<file path="src/rtl/dl_mem_arb_pkg.sv">
// dl_mem_arb_pkg: shared types and widths for the download/core memory arbiter.
//   AddrW      - memory word-address width
//   DataW      - memory data width
//   state_e    - arbiter FSM states
//   dl_entry_t - one buffered download word (word address + data)
package dl_mem_arb_pkg;

  localparam int unsigned AddrW = 24;
  localparam int unsigned DataW = 16;

  typedef enum logic [1:0] {
    StIdle,
    StDlWr,
    StCore,
    StWaitAck
  } state_e;

  typedef struct packed {
    logic [AddrW-1:0] addr;
    logic [DataW-1:0] data;
  } dl_entry_t;

endpackage

</file>
<file path="src/rtl/dl_wfifo.sv">
// dl_wfifo: synchronous FIFO buffering download words ahead of the memory port.
// Ports:
//   clk_sys, reset - clock and synchronous active-high reset
//   push, din      - write request and entry; ignored when full unless popping too
//   pop            - remove head entry; ignored when empty
//   dout           - current head entry (valid while !empty)
//   full, empty    - occupancy flags
module dl_wfifo
  import dl_mem_arb_pkg::*;
#(
  parameter int unsigned Depth = 4
) (
  input  logic      clk_sys,
  input  logic      reset,
  input  logic      push,
  input  logic      pop,
  input  dl_entry_t din,
  output dl_entry_t dout,
  output logic      full,
  output logic      empty
);

  localparam int unsigned PtrW = (Depth > 1) ? $clog2(Depth) : 1;
  localparam logic [PtrW:0] DepthC = (PtrW + 1)'(Depth);

  dl_entry_t       mem_q [Depth];
  logic [PtrW-1:0] wr_ptr_q, rd_ptr_q;
  logic [PtrW:0]   count_q;
  logic            do_push, do_pop;

  assign full    = (count_q == DepthC);
  assign empty   = (count_q == '0);
  assign do_pop  = pop & ~empty;
  // A pop in the same cycle frees the slot, so a push on full is still taken.
  assign do_push = push & (~full | do_pop);
  assign dout    = mem_q[rd_ptr_q];

  always_ff @(posedge clk_sys) begin
    if (do_push) begin
      mem_q[wr_ptr_q] <= din;
    end
  end

  always_ff @(posedge clk_sys) begin
    if (reset) begin
      wr_ptr_q <= '0;
      rd_ptr_q <= '0;
      count_q  <= '0;
    end else begin
      if (do_push) wr_ptr_q <= wr_ptr_q + 1'b1;
      if (do_pop)  rd_ptr_q <= rd_ptr_q + 1'b1;
      count_q <= count_q + (PtrW + 1)'(do_push) - (PtrW + 1)'(do_pop);
    end
  end

endmodule

</file>
<file path="src/rtl/dl_mem_arb.sv">
// dl_mem_arb: arbitrates one memory port between SPI download writes (buffered in a
// FIFO, strict priority) and core read/write requests; reports download size/completion.
// Ports:
//   clk_sys, reset                 - clock, synchronous active-high reset
//   ioctl_download/index/wr/addr/dout - download port; each ioctl_wr toggle = one word
//   core_req/we/addr/din           - core request (level, held until core_ack)
//   core_ack, core_dout            - completion pulse and read data (held)
//   mem_req/we/addr/din            - memory request (level, held until mem_ack)
//   mem_ack, mem_dout              - memory completion pulse and read data
//   rom_size, rom_ready            - byte size of last download, completion pulse
//   dl_overflow                    - sticky: a download word was dropped
module dl_mem_arb
  import dl_mem_arb_pkg::*;
#(
  parameter logic [7:0]  DL_INDEX   = 8'h00,
  parameter int unsigned FIFO_DEPTH = 4
) (
  input  logic             clk_sys,
  input  logic             reset,
  input  logic             ioctl_download,
  input  logic [7:0]       ioctl_index,
  input  logic             ioctl_wr,
  input  logic [24:0]      ioctl_addr,
  input  logic [DataW-1:0] ioctl_dout,
  input  logic             core_req,
  input  logic             core_we,
  input  logic [AddrW-1:0] core_addr,
  input  logic [DataW-1:0] core_din,
  output logic             core_ack,
  output logic [DataW-1:0] core_dout,
  output logic             mem_req,
  output logic             mem_we,
  output logic [AddrW-1:0] mem_addr,
  output logic [DataW-1:0] mem_din,
  input  logic             mem_ack,
  input  logic [DataW-1:0] mem_dout,
  output logic [24:0]      rom_size,
  output logic             rom_ready,
  output logic             dl_overflow
);

  state_e      state_q;
  logic        wr_q, dl_q;
  logic        is_dl_q, armed_q;
  logic [24:0] max_end_q, max_end_d, word_end;
  logic        wr_edge, dl_rise, dl_fall;
  logic        push, pop, accept;
  logic        fifo_full, fifo_empty;
  dl_entry_t   fifo_din, fifo_head;
  logic        unused_bits;

  assign wr_edge  = ioctl_wr ^ wr_q;
  assign dl_rise  = ioctl_download & ~dl_q;
  assign dl_fall  = ~ioctl_download & dl_q;
  assign push     = wr_edge & ioctl_download & (ioctl_index == DL_INDEX);
  // Only a download access in WAIT_ACK retires the FIFO head.
  assign pop      = (state_q == StWaitAck) & mem_ack & is_dl_q;
  assign accept   = push & (~fifo_full | pop);
  assign fifo_din = {ioctl_addr[24:1], ioctl_dout};
  assign word_end = {1'b0, ioctl_addr[24:1]} + 25'd1;

  // Byte address bit 0 is meaningless for 16-bit words; the top word-end bit
  // would only matter for a full 32 MiB image, which rom_size cannot express.
  assign unused_bits = ioctl_addr[0] ^ max_end_q[24];

  dl_wfifo #(
    .Depth(FIFO_DEPTH)
  ) u_fifo (
    .clk_sys(clk_sys),
    .reset  (reset),
    .push   (push),
    .pop    (pop),
    .din    (fifo_din),
    .dout   (fifo_head),
    .full   (fifo_full),
    .empty  (fifo_empty)
  );

  // Highest word end seen in this download; a word accepted in the start cycle counts.
  always_comb begin
    max_end_d = dl_rise ? '0 : max_end_q;
    if (accept && (word_end > max_end_d)) begin
      max_end_d = word_end;
    end
  end

  always_ff @(posedge clk_sys) begin
    if (reset) begin
      // Load history from live inputs so no edge is seen right after reset.
      wr_q        <= ioctl_wr;
      dl_q        <= ioctl_download;
      max_end_q   <= '0;
      armed_q     <= 1'b0;
      rom_size    <= '0;
      rom_ready   <= 1'b0;
      dl_overflow <= 1'b0;
    end else begin
      wr_q      <= ioctl_wr;
      dl_q      <= ioctl_download;
      max_end_q <= max_end_d;
      rom_ready <= 1'b0;
      if (dl_rise) dl_overflow <= 1'b0;
      if (push && !accept) dl_overflow <= 1'b1;
      if (dl_rise) begin
        armed_q <= 1'b0;
      end else if (dl_fall) begin
        armed_q <= 1'b1;
      end else if (armed_q && fifo_empty && (state_q == StIdle)) begin
        armed_q   <= 1'b0;
        rom_ready <= 1'b1;
        rom_size  <= {max_end_q[23:0], 1'b0};
      end
    end
  end

  always_ff @(posedge clk_sys) begin
    if (reset) begin
      state_q   <= StIdle;
      is_dl_q   <= 1'b0;
      mem_req   <= 1'b0;
      mem_we    <= 1'b0;
      mem_addr  <= '0;
      mem_din   <= '0;
      core_ack  <= 1'b0;
      core_dout <= '0;
    end else begin
      core_ack <= 1'b0;
      unique case (state_q)
        StIdle: begin
          // core_req is still high in the ack cycle; don't restart that access.
          if (!fifo_empty) begin
            state_q <= StDlWr;
          end else if (core_req && !core_ack) begin
            state_q <= StCore;
          end
        end
        StDlWr: begin
          mem_req  <= 1'b1;
          mem_we   <= 1'b1;
          mem_addr <= fifo_head.addr;
          mem_din  <= fifo_head.data;
          is_dl_q  <= 1'b1;
          state_q  <= StWaitAck;
        end
        StCore: begin
          mem_req  <= 1'b1;
          mem_we   <= core_we;
          mem_addr <= core_addr;
          mem_din  <= core_din;
          is_dl_q  <= 1'b0;
          state_q  <= StWaitAck;
        end
        StWaitAck: begin
          if (mem_ack) begin
            mem_req <= 1'b0;
            if (!is_dl_q) begin
              core_ack <= 1'b1;
              if (!mem_we) core_dout <= mem_dout;
            end
            state_q <= StIdle;
          end
        end
        default: state_q <= StIdle;
      endcase
    end
  end

endmodule

</file>
<file path="config.mk">
export PLATFORM = sky130hd
export DESIGN_NAME = dl_mem_arb
export DESIGN_NICKNAME = d
export VERILOG_FILES = /design/src/rtl/dl_mem_arb_pkg.sv /design/src/rtl/dl_wfifo.sv /design/src/rtl/dl_mem_arb.sv
export SDC_FILE = /design/constraint.sdc
export NUM_CORES = 1
export LEC_CHECK = 0
export BUFFER_PORTS_ARGS = -buffer_cell sky130_fd_sc_hd__buf_2
export CORE_MARGIN = 2
export CORE_UTILIZATION = 44
export DETAILED_ROUTE_END_ITERATION = 16
export PLACE_DENSITY = 0.65
export SYNTH_ARGS = -nofsm -noshare
export SYNTH_HDL_FRONTEND = slang
export SYNTH_HIERARCHICAL = 1
export SYNTH_SLANG_ARGS = --single-unit
export TNS_END_PERCENT = 50
</file>
<file path="constraint.sdc">
create_clock -name clk_sys -period 5.8 [get_ports clk_sys]
set_input_delay 1.16 -clock clk_sys [delete_from_list [all_inputs] [get_ports clk_sys]]
set_output_delay 1.16 -clock clk_sys [all_outputs]
set_load 0.02 [all_outputs]
</file>
# [Word-level counts from Yosys, hierarchy flattened]
# Memories as Yosys holds them, arrays and structs flattened. A register that Yosys moved wholly into a read port is not among the register bits.
# Index checks and enable logic that the tools add are counted.
[word_totals] ff_bits=123 ram_bits=160 input_bits=112 out_inout_bits=86 word_cells=97 mem_count=1
[op_classes] add_sub_neg=5 order_cmp=1 eq_ne=6 n_mux=22 bitwise=22 n_reduce_logical=22
[memory_table] memory="u_fifo.mem_q" words=4 word_bits=40 rd=1 rd_ports_with_merged_regs=1 write_ports=1 line="dl_wfifo.sv:26" text="dl_entry_t mem_q [Depth];"
[op_table] operator="$mux 25" n=2
[op_table] operator="$pmux 24 s2" n=1
[op_table] operator="$pmux 16 s2" n=1
[op_table] operator="$add 24x1->25 const B" n=1
[op_table] operator="$gt 25x25->1" n=1
[op_table] operator="$mux 2" n=5
[op_table] operator="$not 1->1" n=10
[op_table] operator="$and 1x1->1" n=9
[op_table] operator="$mux 1" n=9
[op_table] operator="$logic_not 8->1" n=1
[op_table] operator="$reduce_bool 2->1" n=4
[op_table] operator="$pmux 1 s2" n=3
[op_table] operator="$pmux 2 s3" n=1
[op_table] operator="$reduce_or 3->1" n=2
[op_table] operator="$logic_and 1x1->1" n=5
[op_table] operator="$add 2x1->2 const B" n=2
[op_table] operator="$eq 2x2->1 const B" n=2
[op_table] operator="$reduce_and 2->1" n=2
[op_table] operator="$reduce_and 4->1" n=1
[op_table] operator="$reduce_or 2->1" n=2
[op_table] operator="$add 3x1->3" n=1
[op_table] operator="$eq 3x3->1 const B" n=1
[op_table] operator="$logic_not 3->1" n=1
[op_table] operator="$ne 3x2->1 const B" n=1
[op_table] operator="other kinds (8)" n=10

# [Logic depth before layout (Yosys ltp)]
[logic_depth] depth_word=8 ltp_mapped=13 depth_no_buf=12

# [By module]
# The synthesis kept the hierarchy.
[by_module_without_submodules] module="dl_wfifo" instances=1 cells_per_inst=256 area_each_um2=6269.8 seq_area_each_um2=4984.8
[by_module_without_submodules] module="dl_mem_arb" instances=1 cells_per_inst=675 area_each_um2=5824.3 seq_area_each_um2=2322.2

# [Least setup slack after synthesis]
# OpenSTA, ideal clock, no wires.
[synth_path] kind="in2reg" startpoint="in ioctl_addr[1]" endpoint="reg max_end_q[0]" t_arrival_ns=3.851 path_slack_ns=1.828 path_stages=11 path_cell_list="nand3_1 -> or4_1 -> buf_2 -> nor3_2 -> xor2_1 -> ha_1 -> nand4_1 -> a2111oi_0 -> a2111oi_2 -> a31oi_4 -> mux2_2"
[synth_between] elab_chain_cells=4
[synth_lines] element="from (decl)" line="dl_mem_arb.sv:23" text="input logic [24:0] ioctl_addr,"
[synth_lines] element="$add 24x1->25 (*)" line="dl_mem_arb.sv:60" text="assign word_end = {1'b0, ioctl_addr[24:1]} + 25'd1;"
[synth_lines] element="$gt 25x25->1" line="dl_mem_arb.sv:82" text="if (accept && (word_end > max_end_d)) begin"
[synth_lines] element="$logic_and 1x1->1" line="dl_mem_arb.sv:82"
[synth_lines] element="$mux 25 (*)" line="dl_mem_arb.sv:82"
[synth_lines] element="to (signal assigned)" line="dl_mem_arb.sv:100" text="max_end_q <= max_end_d;"
[synth_lines] element="to (decl)" line="dl_mem_arb.sv:45" text="logic [24:0] max_end_q, max_end_d, word_end;"
# Every way passes the cells marked *; elsewhere a longest branch is shown, timed or not.
# A chain may end at the register's enable or synchronous reset.

# [Worst setup path after layout]
[layout_path] startpoint="in ioctl_addr[1]" endpoint="reg max_end_q[9]"
# The elaborated chain is that of the path after synthesis.

==> summary.txt <==
Outcome
  – Status: complete, no violations

Clocking
  – Clock latency on the worst-skew pair: between 0.5 and 0.6 ns
  – # Post-CTS Setup Buffers: 0
  – CTS buffer count: 29
  – CTS tree: done
  – Clk sink count: about 290
  – Longest Clk Path Bufs: 3
  – H-tree depth: 1
  – CTS resizes: 0
  – Clk root buf: clkbuf_16
  – Reg clk slew, reported paths: about 0.060 ns
  – Hold Buf Count CTS: 0

Floorplanning
  – Die Wd: 170 µm
  – Core area: ~0.027 mm²
  – Die Ht: between 150 and 200 µm
  – Row count: 60
  – Die area: between 0.02 and 0.03 mm²
  – Starting Density: about 45%
  – Ports: about 200

Placed design
  – Dpl cell area: 0.0134 mm²
  – PortBufs: about 200
  – HPWL Detailed: around 17000 µm
  – Placement Setup Slack: ~0.9 ns
  – Gpl congestion: 0.763

Route
  – WL final: ~26000 µm
  – Vias/cell: 5.20
  – DRT antenna net count: 0
  – Vias: between 7000 and 8000
  – Drt first pass iters: 4
  – Initial DRC Count: 581
  – WL per Instance: about 18 µm
  – Residual DRC: 0

Timing
  – Fin. max-slew vios: 0
  – Fin crit period: ~4.4 ns
  – Fmax: ~0.23 GHz
  – Slew HR: 26.5%
  – PnR worst setup slack: around 1.4 ns
  – Finish-stage setup viols: 0
  – Endpoints failing hold: 0
  – Least-Margin Pin Slew: 1.10 ns
  – Sum of negative setup slack: 0 ns
  – RSZ-0062 raised after global routing: no
  – Final worst-path cycle share: roughly 76%
  – Clk_skew: between 0.015 and 0.02 ns

Critical path
  – Worst reg2reg setup slack: roughly 2.3 ns
  – Critical path class: in2reg
  – CP required: between 6 and 7 ns
  – Slowest Stage Delay on Critical Path: around 0.75 ns
  – Crit path max fanout: 10
  – Worst setup EP type: flop
  – Crit-path cells: buf_2, nand3_1, or4_1, nor3_2, xor2_1, ha_1, nand4_1, nor4_1, o41ai_1, a31oi_4, buf_4, mux2i_1
  – CP delay by family, top: simple AND/OR/NAND/NOR gates
  – Startpoint types: input port
  – Worst path bufs/invs: 2
  – Crit path DAT: 4.89 ns
  – Reg2reg end: max_end_q[9]$_SDFF_PP0_
  – R2r startpoint: dl_q$_DFF_P_
  – CP max stage cell: or4_1
  – Reg2Reg Depth: 11

Worst hold path
  – Hold endpoint: rom_size[13]$_SDFFE_PP0P_
  – Worst Hold Depth: 2
  – Worst Min Path Start: rom_size[13]$_SDFFE_PP0P_
  – Worst Hold Class: reg2reg

Synth
  – Cell variety after synth: between 50 and 60
  – Main synth FF type: edfxtp_1
  – Yosys warnings: 6
  – Mapped Cells: about 930
  – Mux contribution to synthesized area: between 10% and 20%
  – #FFs+latches synth: 285
  – Synth Area in Adders: under 10%
  – Mapped Area: between 0.01 and 0.015 mm²
  – Sequential share of the synthesized area: about three fifths
  – EDFF count, synth: 160
  – Synth Area in XOR/XNOR: under 10%
  – Avg Inst Size Synth: between 10 and 15 µm²
  – Async set-reset flop share out of synthesis: 0%
  – Complex-gate fraction of the synthesized area: 6.20%
  – Combinational family with the most area after synthesis: multiplexers
  – Syn_nets: ~1100
  – Synth Area in Simple Gates: roughly an eighth

GRT
  – Vias in the first global route: roughly 7500
  – Initial antenna violation count: 3
  – First-pass GRT wire length: 40500 µm
  – Global-route usage over all layers: ~18%
  – Pin count of the biggest net entering global routing: around 110
  – Remaining Overflow, GRT: 0

Cells and area
  – Layout net count: ~1300
  – Area Overhead vs Synth: 18.8%
  – Layout cells sized above 1: between 30% and 40%
  – Fin util: around 53%
  – Design Area, Final: approximately 0.014 mm²

Pwr
  – Largest vdd supply drop: roughly 0.28 mV
  – PwrDens: 369 mW/mm²
  – Pleak: 5.22 nW

Run
  – Maxcap violations: 0
## cells by family (layout without fill, tap and decap cells)
| logic type | count (synthesis) | count (layout) |
|---|---|---|
| AO/OA/AOI/OAI | 111 | 111 |
| XOR/XNOR | 27 | 27 |
| adder cells (fa/ha/maj) | 38 | 38 |
| buffers and inverters | 66 | 275 |
| flip-flops | 285 | 285 |
| multiplexers | 107 | 107 |
| other | 1 | 3 |
| AND/OR/NAND/NOR | 296 | 296 |
## registers in the layout (all words and copies together) (netlist names), named ones only
name	cells
u_fifo/mem_q	160
max_end_q	25
mem_addr	24
rom_size	24
core_dout	16
mem_din	16
u_fifo/count_q	3
state_q	2
u_fifo/rd_ptr_q	2
u_fifo/wr_ptr_q	2
armed_q	1
core_ack	1
dl_overflow	1
dl_q	1
is_dl_q	1
mem_req	1
mem_we	1
rom_ready	1
wr_q	1
## layer usage
layer,track usage (%),share of wire (%),wire (µm),up-vias
met5,0,0.050,13,-
met4,4.50,2.0,514,2
met3,3.61,6.3,1640,39
met2,31.8,49,12900,206
met1,22.6,42,11100,3679
li1,-,-,-,3780
## worst max-delay path by stage
stage | startpoint | end | slack [ns] | cells past startpoint
2_1_floorplan | ioctl_addr[1] | max_end_q[0]$_SDFF_PP0_ | 1.83 | 11
3_3_place_gp | ioctl_addr[1] | max_end_q[2]$_SDFF_PP0_ | 0.92 | 12
3_5_place_dp | ioctl_addr[1] | max_end_q[9]$_SDFF_PP0_ | 0.87 | 12
4_1_cts | ioctl_addr[1] | max_end_q[9]$_SDFF_PP0_ | 1.44 | 12
5_1_grt | ioctl_addr[1] | max_end_q[9]$_SDFF_PP0_ | 1.18 | 12
6_report | ioctl_addr[1] | max_end_q[9]$_SDFF_PP0_ | 1.40 | 12
## cell usage after synthesis (3+ instances only)
| cell | instances | area [µm²] |
|---|---|---|
| nand2b_1 | 26 | 163 |
| and3_1 | 3 | 18.8 |
| buf_6 | 6 | 67.6 |
| nor3_2 | 4 | 40.0 |
| nand4_1 | 11 | 68.8 |
| or2_2 | 24 | 150 |
| nor2b_1 | 7 | 43.8 |
| xor2_1 | 10 | 87.6 |
| nand2_1 | 119 | 447 |
| xnor2_1 | 17 | 149 |
| ha_1 | 37 | 463 |
| buf_1 | 14 | 52.6 |
| dfxtp_1 | 125 | 2500 |
| and2_2 | 4 | 30.0 |
| mux2i_1 | 64 | 641 |
| a21oi_1 | 49 | 245 |
| edfxtp_1 | 160 | 4800 |
| nand3_1 | 17 | 85.1 |
| clkbuf_1 | 29 | 109 |
| a21o_1 | 3 | 22.5 |
| mux4_2 | 40 | 901 |
| nor3_1 | 6 | 30.0 |
| nor2_1 | 61 | 229 |
| inv_1 | 13 | 48.8 |
| a211oi_1 | 44 | 330 |
## where the power goes
part	switching [mW]	internal (mW)
registers	0.0595	2.25
logic	0.668	0.393
clock network	0.788	1.14
## cells in the final DEF (no fill, tap or decap), types with 11 or more instances in the layout
| cell type | synthesis | final |
|---|---|---|
| nor2_1 | 61 | 61 |
| mux4_2 | 40 | 40 |
| clkbuf_16 | 0 | 30 |
| buf_2 | 2 | 194 |
| a21oi_1 | 49 | 49 |
| dfxtp_1 | 125 | 123 |
| nand4_1 | 11 | 11 |
| edfxtp_1 | 160 | 160 |
| ha_1 | 37 | 35 |
| mux2i_1 | 64 | 64 |
| inv_1 | 13 | 13 |
| xnor2_1 | 17 | 17 |
| a211oi_1 | 44 | 44 |
| nand2_1 | 119 | 119 |
| or2_2 | 24 | 24 |
| buf_4 | 1 | 13 |
| nand2b_1 | 26 | 26 |
| nand3_1 | 17 | 17 |
## per-stage QoR
step / hold WS, ns / std cells / power (mW)
CTS: 0.452 / 1481 / 5.37
global placement: 0.440 / 1427 / 3.41
global route: 0.467 / 1482 / 5.56
finish: 0.450 / 1483 / 5.30
floorplan: 0.427 / 931 / 3.10
detailed placement: 0.443 / 1427 / 3.43
## worst register-to-register path, delay by kind of cell (launching register included)
family                     cells  cell delay, ns
muxes                          1            0.22
buffers and inverters          3            0.73
adders and majority gates      2            0.58
DFF                            1            0.33
AOI/OAI and AO/OA              2            0.68
and+or+nand+nor                3            0.88
## layout make-up
| type | instances | area, µm² |
|---|---|---|
| Antenna cell | 2 | 5.00 |
| Multi-Input combinational cell | 580 | 4500 |
| Sequential cell | 285 | 7310 |
| Tap cell | 341 | 427 |
| Inverter | 14 | 52.6 |
| Timing Repair Buffer | 207 | 1070 |
| Fill cell | 2303 | 12600 |
| Clock inverter | 14 | 169 |
| Clock buffer | 40 | 830 |
No activity file was read; power rests on OpenSTA's default activity.
